--- config.mk ---
export PLATFORM = sky130hd
export DESIGN_NAME = alu_mc
export DESIGN_NICKNAME = d
export VERILOG_FILES = /design/src/rtl/alu_mc_pkg.sv /design/src/rtl/alu_mc_iter.sv /design/src/rtl/alu_mc.sv
export SDC_FILE = /design/constraint.sdc
export NUM_CORES = 1
export LEC_CHECK = 0
export BUFFER_PORTS_ARGS = -buffer_cell sky130_fd_sc_hd__buf_4
export CORE_MARGIN = 2
export CORE_UTILIZATION = 25
export CTS_BUF_LIST = sky130_fd_sc_hd__clkbuf_16
export CTS_CLUSTER_DIAMETER = 40
export DETAILED_ROUTE_END_ITERATION = 10
export PLACE_DENSITY = 0.5
export SYNTH_ARGS = -nofsm -noshare
export SYNTH_HDL_FRONTEND = slang
export SYNTH_SLANG_ARGS = --single-unit
--- constraint.sdc ---
create_clock -name clk -period 8.2 [get_ports clk]
set_input_delay 0.41 -clock clk [delete_from_list [all_inputs] [get_ports clk]]
set_output_delay 0.41 -clock clk [all_outputs]
set_load 0.01 [all_outputs]
--- src/rtl/alu_mc_pkg.sv ---
// alu_mc_pkg: opcodes, FSM states and the flag bundle shared by alu_mc and alu_mc_iter.
package alu_mc_pkg;

  localparam logic [3:0] OP_ADD = 4'd0;
  localparam logic [3:0] OP_SUB = 4'd1;
  localparam logic [3:0] OP_AND = 4'd2;
  localparam logic [3:0] OP_OR  = 4'd3;
  localparam logic [3:0] OP_XOR = 4'd4;
  localparam logic [3:0] OP_CMP = 4'd5;
  localparam logic [3:0] OP_MOV = 4'd6;
  localparam logic [3:0] OP_MUL = 4'd7;
  localparam logic [3:0] OP_SLL = 4'd8;
  localparam logic [3:0] OP_ROL = 4'd9;
  localparam logic [3:0] OP_SRL = 4'd10;
  localparam logic [3:0] OP_SRA = 4'd11;

  typedef enum logic [2:0] {
    ST_IDLE  = 3'd0,
    ST_EXEC  = 3'd1,
    ST_SHIFT = 3'd2,
    ST_MUL   = 3'd3,
    ST_DONE  = 3'd4
  } state_e;

  typedef struct packed {
    logic s;
    logic z;
    logic c;
    logic v;
  } flags_t;

  // Opcodes 8..11 are the four shift/rotate operations.
  function automatic logic is_shift(input logic [3:0] op);
    return (op[3:2] == 2'b10);
  endfunction

endpackage

--- src/rtl/alu_mc_iter.sv ---
// alu_mc_iter: one-bit-per-cycle shift and shift-add multiply working registers.
// Multiplier registers exist only when ALU_MC_MUL_EN is defined.
module alu_mc_iter
  import alu_mc_pkg::*;
#(
  parameter int WIDTH   = 16,
  parameter int SHAMT_W = $clog2(WIDTH)
) (
  input  logic               clk,
  input  logic               rst_n,
  input  logic               start_i,
  input  logic [3:0]         op_i,
  input  logic [WIDTH-1:0]   a_i,
  input  logic [WIDTH-1:0]   b_i,
  input  logic [SHAMT_W-1:0] shamt_i,
  output logic               done_o,
  output logic [WIDTH-1:0]   res_o,
  output logic               carry_o
);

  localparam int CNT_W = $clog2(WIDTH + 1);
  localparam logic [CNT_W-1:0] CNT_ONE = {{(CNT_W-1){1'b0}}, 1'b1};

  logic [3:0]       op_q;
  logic [WIDTH-1:0] work_q;
  logic             carry_q;
  logic [CNT_W-1:0] cnt_q;
  logic             mul_s;

  // Returns {bit shifted out (or rotated into bit 0), shifted value}.
  function automatic logic [WIDTH:0] shift_step(input logic [3:0] op, input logic [WIDTH-1:0] v);
    logic [WIDTH:0] r;
    case (op)
      OP_SLL:  r = {v[WIDTH-1], v[WIDTH-2:0], 1'b0};
      OP_ROL:  r = {v[WIDTH-1], v[WIDTH-2:0], v[WIDTH-1]};
      OP_SRL:  r = {v[0], 1'b0, v[WIDTH-1:1]};
      OP_SRA:  r = {v[0], v[WIDTH-1], v[WIDTH-1:1]};
      default: r = {1'b0, v};
    endcase
    return r;
  endfunction

  // The first shift happens at start so a shift by n finishes in n cycles.
  always_ff @(posedge clk or negedge rst_n) begin
    if (!rst_n) begin
      op_q    <= 4'd0;
      work_q  <= {WIDTH{1'b0}};
      carry_q <= 1'b0;
      cnt_q   <= {CNT_W{1'b0}};
    end else if (start_i) begin
      op_q    <= op_i;
      work_q  <= a_i;
      carry_q <= 1'b0;
      cnt_q   <= {CNT_W{1'b0}};
      if (is_shift(op_i) && (shamt_i != {SHAMT_W{1'b0}})) begin
        {carry_q, work_q} <= shift_step(op_i, b_i);
        cnt_q             <= CNT_W'(shamt_i) - CNT_ONE;
      end
`ifdef ALU_MC_MUL_EN
      else if (op_i == OP_MUL) begin
        cnt_q <= CNT_W'(WIDTH);
      end
`endif
    end else if (cnt_q != {CNT_W{1'b0}}) begin
      cnt_q <= cnt_q - CNT_ONE;
      if (mul_s) begin
        work_q <= {work_q[WIDTH-2:0], 1'b0};
      end else begin
        {carry_q, work_q} <= shift_step(op_q, work_q);
      end
    end
  end

`ifdef ALU_MC_MUL_EN
  logic [WIDTH-1:0] acc_q;
  logic [WIDTH-1:0] mplier_q;

  assign mul_s = (op_q == OP_MUL);

  // Shift-add: work_q holds the multiplicand shifted left once per iteration.
  always_ff @(posedge clk or negedge rst_n) begin
    if (!rst_n) begin
      acc_q    <= {WIDTH{1'b0}};
      mplier_q <= {WIDTH{1'b0}};
    end else if (start_i) begin
      acc_q    <= {WIDTH{1'b0}};
      mplier_q <= b_i;
    end else if (mul_s && (cnt_q != {CNT_W{1'b0}})) begin
      acc_q    <= acc_q + (mplier_q[0] ? work_q : {WIDTH{1'b0}});
      mplier_q <= {1'b0, mplier_q[WIDTH-1:1]};
    end
  end

  assign res_o = mul_s ? acc_q : work_q;
`else
  assign mul_s = 1'b0;
  assign res_o = work_q;
`endif

  assign done_o  = (cnt_q == {CNT_W{1'b0}});
  assign carry_o = carry_q & ~mul_s;

endmodule

--- src/rtl/alu_mc.sv ---
// alu_mc: multi-cycle ALU with valid/ready handshake and registered result/flags.
// Define ALU_MC_MUL_EN to build the iterative multiplier (op 7); otherwise op 7 is illegal.
module alu_mc
  import alu_mc_pkg::*;
#(
  parameter int WIDTH   = 16,
  parameter int SHAMT_W = $clog2(WIDTH)
) (
  input  logic               clk,
  input  logic               rst_n,
  input  logic               in_valid_i,
  output logic               in_ready_o,
  input  logic [3:0]         op_i,
  input  logic [WIDTH-1:0]   a_i,
  input  logic [WIDTH-1:0]   b_i,
  input  logic [SHAMT_W-1:0] shamt_i,
  output logic               out_valid_o,
  input  logic               out_ready_i,
  output logic [WIDTH-1:0]   result_o,
  output logic               flag_s_o,
  output logic               flag_z_o,
  output logic               flag_c_o,
  output logic               flag_v_o,
  output logic               err_o,
  output logic               busy_o
);

  localparam int MSB = WIDTH - 1;

  state_e           state_q, state_d;
  logic [3:0]       op_q;
  logic [WIDTH-1:0] a_q, b_q;
  logic             in_ready_q, out_valid_q, err_q;
  logic [WIDTH-1:0] result_q;
  flags_t           flags_q;

  logic             accept_s, iter_done_s, iter_c_s, err_s;
  logic [WIDTH-1:0] iter_res_s, val_s, res_s;
  logic [WIDTH:0]   sum_s, diff_s;
  flags_t           flags_s;

  assign accept_s = in_valid_i && in_ready_q;

  alu_mc_iter #(.WIDTH(WIDTH), .SHAMT_W(SHAMT_W)) u_iter (
    .clk     (clk),
    .rst_n   (rst_n),
    .start_i (accept_s),
    .op_i    (op_i),
    .a_i     (a_i),
    .b_i     (b_i),
    .shamt_i (shamt_i),
    .done_o  (iter_done_s),
    .res_o   (iter_res_s),
    .carry_o (iter_c_s)
  );

  // Next-state logic.
  always_comb begin
    state_d = state_q;
    case (state_q)
      ST_IDLE: begin
        if (accept_s) begin
          if (is_shift(op_i) && (shamt_i != {SHAMT_W{1'b0}})) state_d = ST_SHIFT;
`ifdef ALU_MC_MUL_EN
          else if (op_i == OP_MUL) state_d = ST_MUL;
`endif
          else state_d = ST_EXEC;
        end else begin
          state_d = ST_IDLE;
        end
      end
      ST_EXEC:          state_d = ST_DONE;
      ST_SHIFT, ST_MUL: state_d = iter_done_s ? ST_DONE : state_q;
      ST_DONE:          state_d = out_ready_i ? ST_IDLE : ST_DONE;
      default:          state_d = ST_IDLE;
    endcase
  end

  assign sum_s  = {1'b0, a_q} + {1'b0, b_q};
  assign diff_s = {1'b0, a_q} - {1'b0, b_q};

  // Result and flags; val_s is the value the flags describe (the difference for CMP).
  always_comb begin
    val_s   = {WIDTH{1'b0}};
    res_s   = {WIDTH{1'b0}};
    flags_s = 4'b0000;
    err_s   = 1'b0;
    case (op_q)
      OP_ADD: begin
        val_s     = sum_s[MSB:0];
        flags_s.c = sum_s[WIDTH];
        flags_s.v = (a_q[MSB] == b_q[MSB]) && (val_s[MSB] != a_q[MSB]);
      end
      OP_SUB, OP_CMP: begin
        val_s     = diff_s[MSB:0];
        flags_s.c = diff_s[WIDTH];
        flags_s.v = (a_q[MSB] != b_q[MSB]) && (val_s[MSB] != a_q[MSB]);
      end
      OP_AND: val_s = a_q & b_q;
      OP_OR:  val_s = a_q | b_q;
      OP_XOR: val_s = a_q ^ b_q;
      OP_MOV: val_s = b_q;
`ifdef ALU_MC_MUL_EN
      OP_MUL: val_s = iter_res_s;
`else
      OP_MUL: err_s = 1'b1;
`endif
      OP_SLL, OP_ROL, OP_SRL, OP_SRA: begin
        if (state_q == ST_SHIFT) begin
          val_s     = iter_res_s;
          flags_s.c = iter_c_s;
        end else begin
          val_s = b_q;
        end
      end
      default: err_s = 1'b1;
    endcase
    flags_s.s = ((op_q == OP_ADD) || (op_q == OP_SUB) || (op_q == OP_CMP)) && val_s[MSB];
    flags_s.z = !err_s && (val_s == {WIDTH{1'b0}});
    res_s     = (op_q == OP_CMP) ? a_q : val_s;
  end

  // State, operand capture and registered outputs.
  always_ff @(posedge clk or negedge rst_n) begin
    if (!rst_n) begin
      state_q     <= ST_IDLE;
      op_q        <= 4'd0;
      a_q         <= {WIDTH{1'b0}};
      b_q         <= {WIDTH{1'b0}};
      in_ready_q  <= 1'b0;
      out_valid_q <= 1'b0;
      result_q    <= {WIDTH{1'b0}};
      flags_q     <= 4'b0000;
      err_q       <= 1'b0;
    end else begin
      state_q     <= state_d;
      in_ready_q  <= (state_d == ST_IDLE);
      out_valid_q <= (state_d == ST_DONE);
      if (accept_s) begin
        op_q <= op_i;
        a_q  <= a_i;
        b_q  <= b_i;
      end
      if ((state_q != ST_DONE) && (state_d == ST_DONE)) begin
        result_q <= res_s;
        flags_q  <= flags_s;
        err_q    <= err_s;
      end
    end
  end

  assign in_ready_o  = in_ready_q;
  assign out_valid_o = out_valid_q;
  assign result_o    = result_q;
  assign flag_s_o    = flags_q.s;
  assign flag_z_o    = flags_q.z;
  assign flag_c_o    = flags_q.c;
  assign flag_v_o    = flags_q.v;
  assign err_o       = err_q;
  assign busy_o      = (state_q != ST_IDLE);

endmodule

Yosys cells after proc, flatten, opt, wreduce, memory -nomap -nowiden
Index checks and enable logic that the tools add are counted.
- $add $sub $neg: 4
- equality and inequality tests: 26
- mux-type cells: 23
- bitwise operators: 3
- reductions and logical operators: 26
- operator list (operator ; number):
    17-bit case mux with 4 select lines ; 2
    16-bit case mux with 7 select lines ; 1
    16-bit 2-to-1 mux ; 5
    4-bit equality test, second input constant ; 8
    16-bit by 16-bit adder with 17-bit output ; 1
    16-bit by 16-bit subtractor with 17-bit output ; 1
    16-bit AND ; 1
    16-bit logical NOT ; 1
    16-bit OR ; 1
    16-bit bitwise XOR ; 1
    5-bit 2-to-1 mux ; 3
    4-bit by 3-bit equality test with 1-bit output, second input constant ; 3
    3-bit case mux with 4 select lines ; 1
    11-bit OR reduction ; 1
    5-bit nonzero test ; 2
    3-bit 2-to-1 mux ; 3
    4-bit by 2-bit equality test with 1-bit output, second input constant ; 2
    4-bit nonzero test ; 2
    1-bit logical AND ; 7
    3-bit by 2-bit equality test with 1-bit output, second input constant ; 2
    3-bit equality test, second input constant ; 2
    3-bit logical NOT ; 2
    5-bit logical NOT ; 1
    1-bit 2-to-1 mux ; 5
    other kinds (20) ; 24
- bits in registers: 84
- input port bits: 44
- output and inout bits: 24
- logic and storage cells: 98

Logic depth before layout (Yosys ltp)
- depth in word-level cells: 7
- depth in mapped cells: 13
- mapped depth without buffers: 13

Modules after synthesis
Synthesis repeated with hierarchy kept, for this count alone.
- cells, all modules: 896
- area total of the unflattened synthesis: 7612.3 um^2
- modules (own cells, without submodules) (module ; times used ; cells an instance ; area an instance (um^2) ; sequential area each (um^2)):
    alu_mc ; 1 ; 726 ; 5749.3 ; 1551.5
    alu_mc_iter ; 1 ; 170 ; 1863.0 ; 650.6

Least setup slack after synthesis
Ideal clock, no wire load.
- kind: register -> register
- start: register a_q[0]
- end: register result_q[14], in the netlist result_o[14]
- library setup time: 0.118 ns
- data arrival time: 2.591 ns
- data required time: 8.082 ns
- setup slack: 5.491 ns
- stages on the path, launching flop included: 14
- buffers on the path: 0
- period minus slack after synthesis: 2.709 ns
- cell sequence: dfrtp_1 -> inv_1 -> ha_1 -> inv_1 -> fa_1 -> nand2b_1 -> a221oi_1 -> o21ai_0 -> a21boi_0 -> a2111oi_0 -> o21ai_0 -> a32oi_1 -> a211oi_1 -> a21o_1
- longest elaborated chain between the ends: 3
- elaborated cells on any way between the ends: 4
- those cells by class: add/sub: 2; mux: 2
- RTL lines (element ; line ; text):
    start, declared ; alu_mc.sv:32 ; logic [WIDTH-1:0] a_q, b_q;
    start signal, assigned ; alu_mc.sv:128 ; a_q <= {WIDTH{1'b0}};
    start signal, assigned ; alu_mc.sv:141 ; a_q <= a_i;
    16-bit by 16-bit subtractor with 17-bit output / 16-bit by 16-bit adder with 17-bit output (equally long branches) ; alu_mc.sv:80, alu_mc.sv:79 ;
    16-bit case mux with 7 select lines (*) ; alu_mc.sv:88 ; case (op_q)
    16-bit 2-to-1 mux (*) ; alu_mc.sv:120 ; res_s = (op_q == OP_CMP) ? a_q : val_s;
    end signal, assigned ; alu_mc.sv:132 ; result_q <= {WIDTH{1'b0}};
    end signal, assigned ; alu_mc.sv:145 ; result_q <= res_s;
    end, declared ; alu_mc.sv:34 ; logic [WIDTH-1:0] result_q;
Mark *: on every way between the ends. The rest lies on a longest branch, timed or not.
A chain may end at the register's enable or synchronous reset.

Worst setup path after layout
- start: register u_iter.cnt_q[0]
- end: register flags_q, in the netlist flag_z_o
- longest elaborated chain between the ends: 5
- RTL lines (element ; line ; text):
    start, declared ; alu_mc_iter.sv:27 ; logic [CNT_W-1:0] cnt_q;
    start signal, assigned ; alu_mc_iter.sv:49 ; cnt_q <= {CNT_W{1'b0}};
    start signal, assigned ; alu_mc_iter.sv:54 ; cnt_q <= {CNT_W{1'b0}};
    start signal, assigned ; alu_mc_iter.sv:57 ; cnt_q <= CNT_W'(shamt_i) - CNT_ONE;
    5-bit logical NOT ; alu_mc_iter.sv:100 ; assign done_o = (cnt_q == {CNT_W{1'b0}});
    3-bit 2-to-1 mux ; alu_mc.sv:73 ; ST_SHIFT, ST_MUL: state_d = iter_done_s ? ST_DONE : state_q;
    3-bit case mux with 4 select lines ; alu_mc.sv:60 ; case (state_q)
    3-bit equality test ; alu_mc.sv:144 ; if ((state_q != ST_DONE) && (state_d == ST_DONE)) begin
    1-bit logical AND ; alu_mc.sv:144 ;
    end signal, assigned ; alu_mc.sv:146 ; flags_q <= flags_s;
    end, declared ; alu_mc.sv:35 ; flags_t flags_q;
No other way between the ends.

==> metrics.md <==
| Metric | Value |
|---|---|
| Critical path's largest stage delay | 0.71 ns |
| Pin count of the biggest net entering global routing | between 60 and 70 |
| Final setup vio count | 0 |
| EDFF count, synth | 0 |
| Synthesized Nets | ~970 |
| Crit. End Element | flip-flop |
| Final clock skew | between 0.005 and 0.006 ns |
| Yosys Warn Count | 0 |
| Clock latency on the worst-skew pair | approximately 0.36 ns |
| I/O pin count | around 70 |
| Area growth syn-to-layout | 15.8% |
| Residual DRC | 0 |
| Pwr Density | roughly 500 nW/um^2 |
| CTS Buf Count | 9 |
| Fmax | 0.282 GHz |
| Sequential share of the synthesized area | around 28% |
| Post-Synthesis Cells | slightly below 900 |
| Post-synth top flop | dfrtp_1 |
| Max Slew Vio Count | 0 |
| Vias | 6,878 |
| Clock root cell | clkbuf_16 |
| Register area | ~2100 um^2 |
| Clock tree sinks | 84 |
| Tcrit/Tclk final | between 40% and 50% |
| Final Power | between 4000 and 5000 uW |
| Drt first pass iters | 8 |
| Crit path kind | flip-flop to flip-flop |
| Setup bufs post-CTS | 0 |
| Clk slew on worst S/H paths | roughly 0.07 ns |
| CTS tree | done |
| Total track usage | between 10% and 20% |
| Final TNS setup | 0 ns |
| Layout fillers | 3,177 |
| Setup ws final | roughly 4.6 ns |
| Seq cells post-synth | 84 |
| Placed cell area | around 8200 um^2 |
| Initial DRC Count | 555 |
| Nets | 1,003 |
| Gr ovfl total | 0 |
| Top cell type's share of synthesized area | 28.5% |
| Wire length per cell | 19.9 um |
| CP max stage cell | nor4b_2 |
| Initial antenna violation count | 0 |
| CP max FO | 40 |
| GR Util met1 | about a quarter |
| Hold Crit Class | input port to asynchronous set/reset pin |
| Arr. time, crit path | a little under 4 ns |
| IO buf count | 67 |
| Routed WL | 25,700 um |
| Met3 Usage GRT | 2.53% |
| Maximum vdd drop | about 0.16 mV |
| Final instance area | approximately 8500 um^2 |
| Crit start category | flip-flop |
| WP data required | approximately 8.5 ns |
| Global Route met2 Usage | a little over a quarter |
| Worst-Margin Slew | 0.840 ns |
| HPWL Detailed | 19,400 um |
| Ranking of synthesized cells by area | dfrtp_1, ha_1, mux2_2, mux2i_1, o21ai_0 |
| Routed vias/inst | between 5 and 6 |
| Post-DRT Antenna Nets | 0 |
| CP cell instances | inv_1, ha_1, nor4b_2, mux2i_1, or2_2, nand2b_1, nor4_1, nand4_1, nor4_1, nand4_1, nand2_1 |
| CTS max path bufs | 2 |
| RePlAce Congestion | 0.909 |
| Max-Cap Viols | 0 |
| Status | finished, final reports clean |
| Lkg Pwr | 0.00377 uW |
| Rows | 62 |
| Mapped Avg Cell Area | approximately 8.5 um^2 |
| Ratio of cells with drive above 1 in the final layout | 19.3% |
| RSZ-0062 raised after global routing | false |
| Cell taking the most area after synthesis | dfrtp_1 |
| Post-CTS Hold Buffers | 0 |
| Synth async-reset ratio | 100% |
| Final Util | between 20% and 30% |
| Die Y | roughly 180 um |
| Starting Density | approximately a quarter |
| Core Region | ~29,000 um^2 |
| Number of global-route vias before repair | roughly 6,800 |
| Netlist area before placement | ~7400 um^2 |
| Antenna diodes | 0 |
| H-tree depth | 3 |
| Area of the die | 30,900 um^2 |
| Final Hold Fails | 0 |
| Area occupied by multi-input gates | between 4000 and 5000 um^2 |
| Rel. slew slack | roughly 44% |
| Die W | ~180 um |
| First-pass GRT wire length | 40,000 um |
| Count of cell types in the netlist | 84 |
| Crit path time final | ~3.6 ns |
| GRT busiest layer | met2 |
| CTS resizes | 0 |
| Setup slack at placement | 4.72 ns |
==> per-stage QoR <==
| stage | cells | hold slack [ns] |
|---|---|---|
| floorplan | 865 | 0.114 |
| global placement | 1276 | 0.406 |
| detailed placement | 1276 | 0.413 |
| CTS | 1292 | 0.0260 |
| global route | 1292 | 0.0441 |
| finish | 1292 | 0.00629 |
==> layout make-up <==
type | count | share of cell area, %
Sequential cell | 84 | 24.6
Multi-Input combinational cell | 667 | 56.6
Timing Repair Buffer | 80 | 7.03
Tap cell | 384 | 5.62
Clock inverter | 7 | 0.864
Clock buffer | 9 | 2.64
Inverter | 61 | 2.68
==> cell usage after synthesis (8+ instances only) <==
cell type / instances
a21oi_1: 55
a221oi_1: 12
buf_2: 9
clkbuf_1: 38
dfrtp_1: 84
ha_1: 54
inv_1: 60
mux2_2: 51
mux2i_1: 41
nand2_1: 83
nand2b_1: 8
nand3_1: 9
nor2_1: 68
nor2b_1: 12
nor3_1: 22
nor4_1: 8
o211ai_1: 12
o21ai_0: 67
o221ai_1: 10
o22ai_1: 9
==> metal layers <==
metal	vias up	share of wire, %
li1	3247	-
met1	3330	48
met2	254	44
met3	47	4.9
met4	0	2.8
met5	-	0
==> critical path: cells and delay by family, from the launching register on <==
family | cells | cell delay [ns]
AND/OR/NAND/NOR | 8 | 2.66
flip-flops | 1 | 0.40
adder cells (fa/ha/maj) | 1 | 0.21
multiplexers | 1 | 0.14
buffers and inverters | 1 | 0.08
==> worst paths after layout <==
path / from / end / slack, ns / cells after the start
max in group asynchronous: rst_n / b_q[2]$_DFFE_PN0P_ / 7.15 / 2
max reg2reg: u_iter.cnt_q[0]$_DFFE_PN0P_ / flag_z_o$_DFFE_PN0P_ / 4.65 / 11
min: rst_n / u_iter.cnt_q[2]$_DFFE_PN0P_ / 0.006 / 1
min in group clk: a_i[9] / a_q[9]$_DFFE_PN0P_ / 0.29 / 2
max: u_iter.cnt_q[0]$_DFFE_PN0P_ / flag_z_o$_DFFE_PN0P_ / 4.65 / 11
min reg2reg: result_o[10]$_DFFE_PN0P_ / result_o[10]$_DFFE_PN0P_ / 0.48 / 2
==> power by group <==
group	internal [uW]	switching (uW)	total [uW]
registers	609	275	884
logic	1150	1790	2940
clock network	238	192	430
total	2000	2260	4260
==> cells by family (layout without fill, tap and decap cells) <==
logic type	after synthesis	in the layout	share of synthesized area, %
muxes	94	94	13.7
and+or+nand+nor	248	248	15.9
adders and majority gates	56	56	9.69
xor gates and xnor gates	7	7	0.831
buffers and inverters	114	157	6.25
AOI/OAI and AO/OA	262	262	25.1
DFF	84	84	28.5
==> placed cells by master, fill, tap and decap left out, types with 4 or more instances in the layout <==
cell type	Yosys	final
a31oi_1	4	4
o221ai_1	10	10
o22ai_1	9	9
a21o_1	7	7
and3_1	6	6
or3_1	4	4
nor4_1	8	7
nand3_1	9	9
nor2_1	68	68
nor3_1	22	22
o211ai_1	12	12
inv_1	60	60
a211oi_1	6	6
buf_4	2	80
nor2b_1	12	12
clkbuf_16	0	9
mux2_2	51	51
ha_1	54	54
a32oi_1	6	6
o21ai_0	67	67
a21oi_1	55	55
nand2_1	83	82
a22o_1	4	4
or2_2	5	5
o2111ai_1	4	4
mux2i_1	41	41
nand2b_1	8	8
o221a_2	4	4
dfrtp_1	84	84
xnor2_1	7	7
a221o_1	5	5
nor3b_1	6	5
a221oi_1	12	12
==> sequential cells by signal, indices dropped and copies added, names as in the netlist, 3 cells and up <==
| signal | count |
|---|---|
| op_q | 4 |
| u_iter.cnt_q | 5 |
| state_q | 3 |
| result_o | 16 |
| u_iter.res_o | 16 |
| a_q | 16 |
| b_q | 16 |
(Power assumes the default switching activity.)
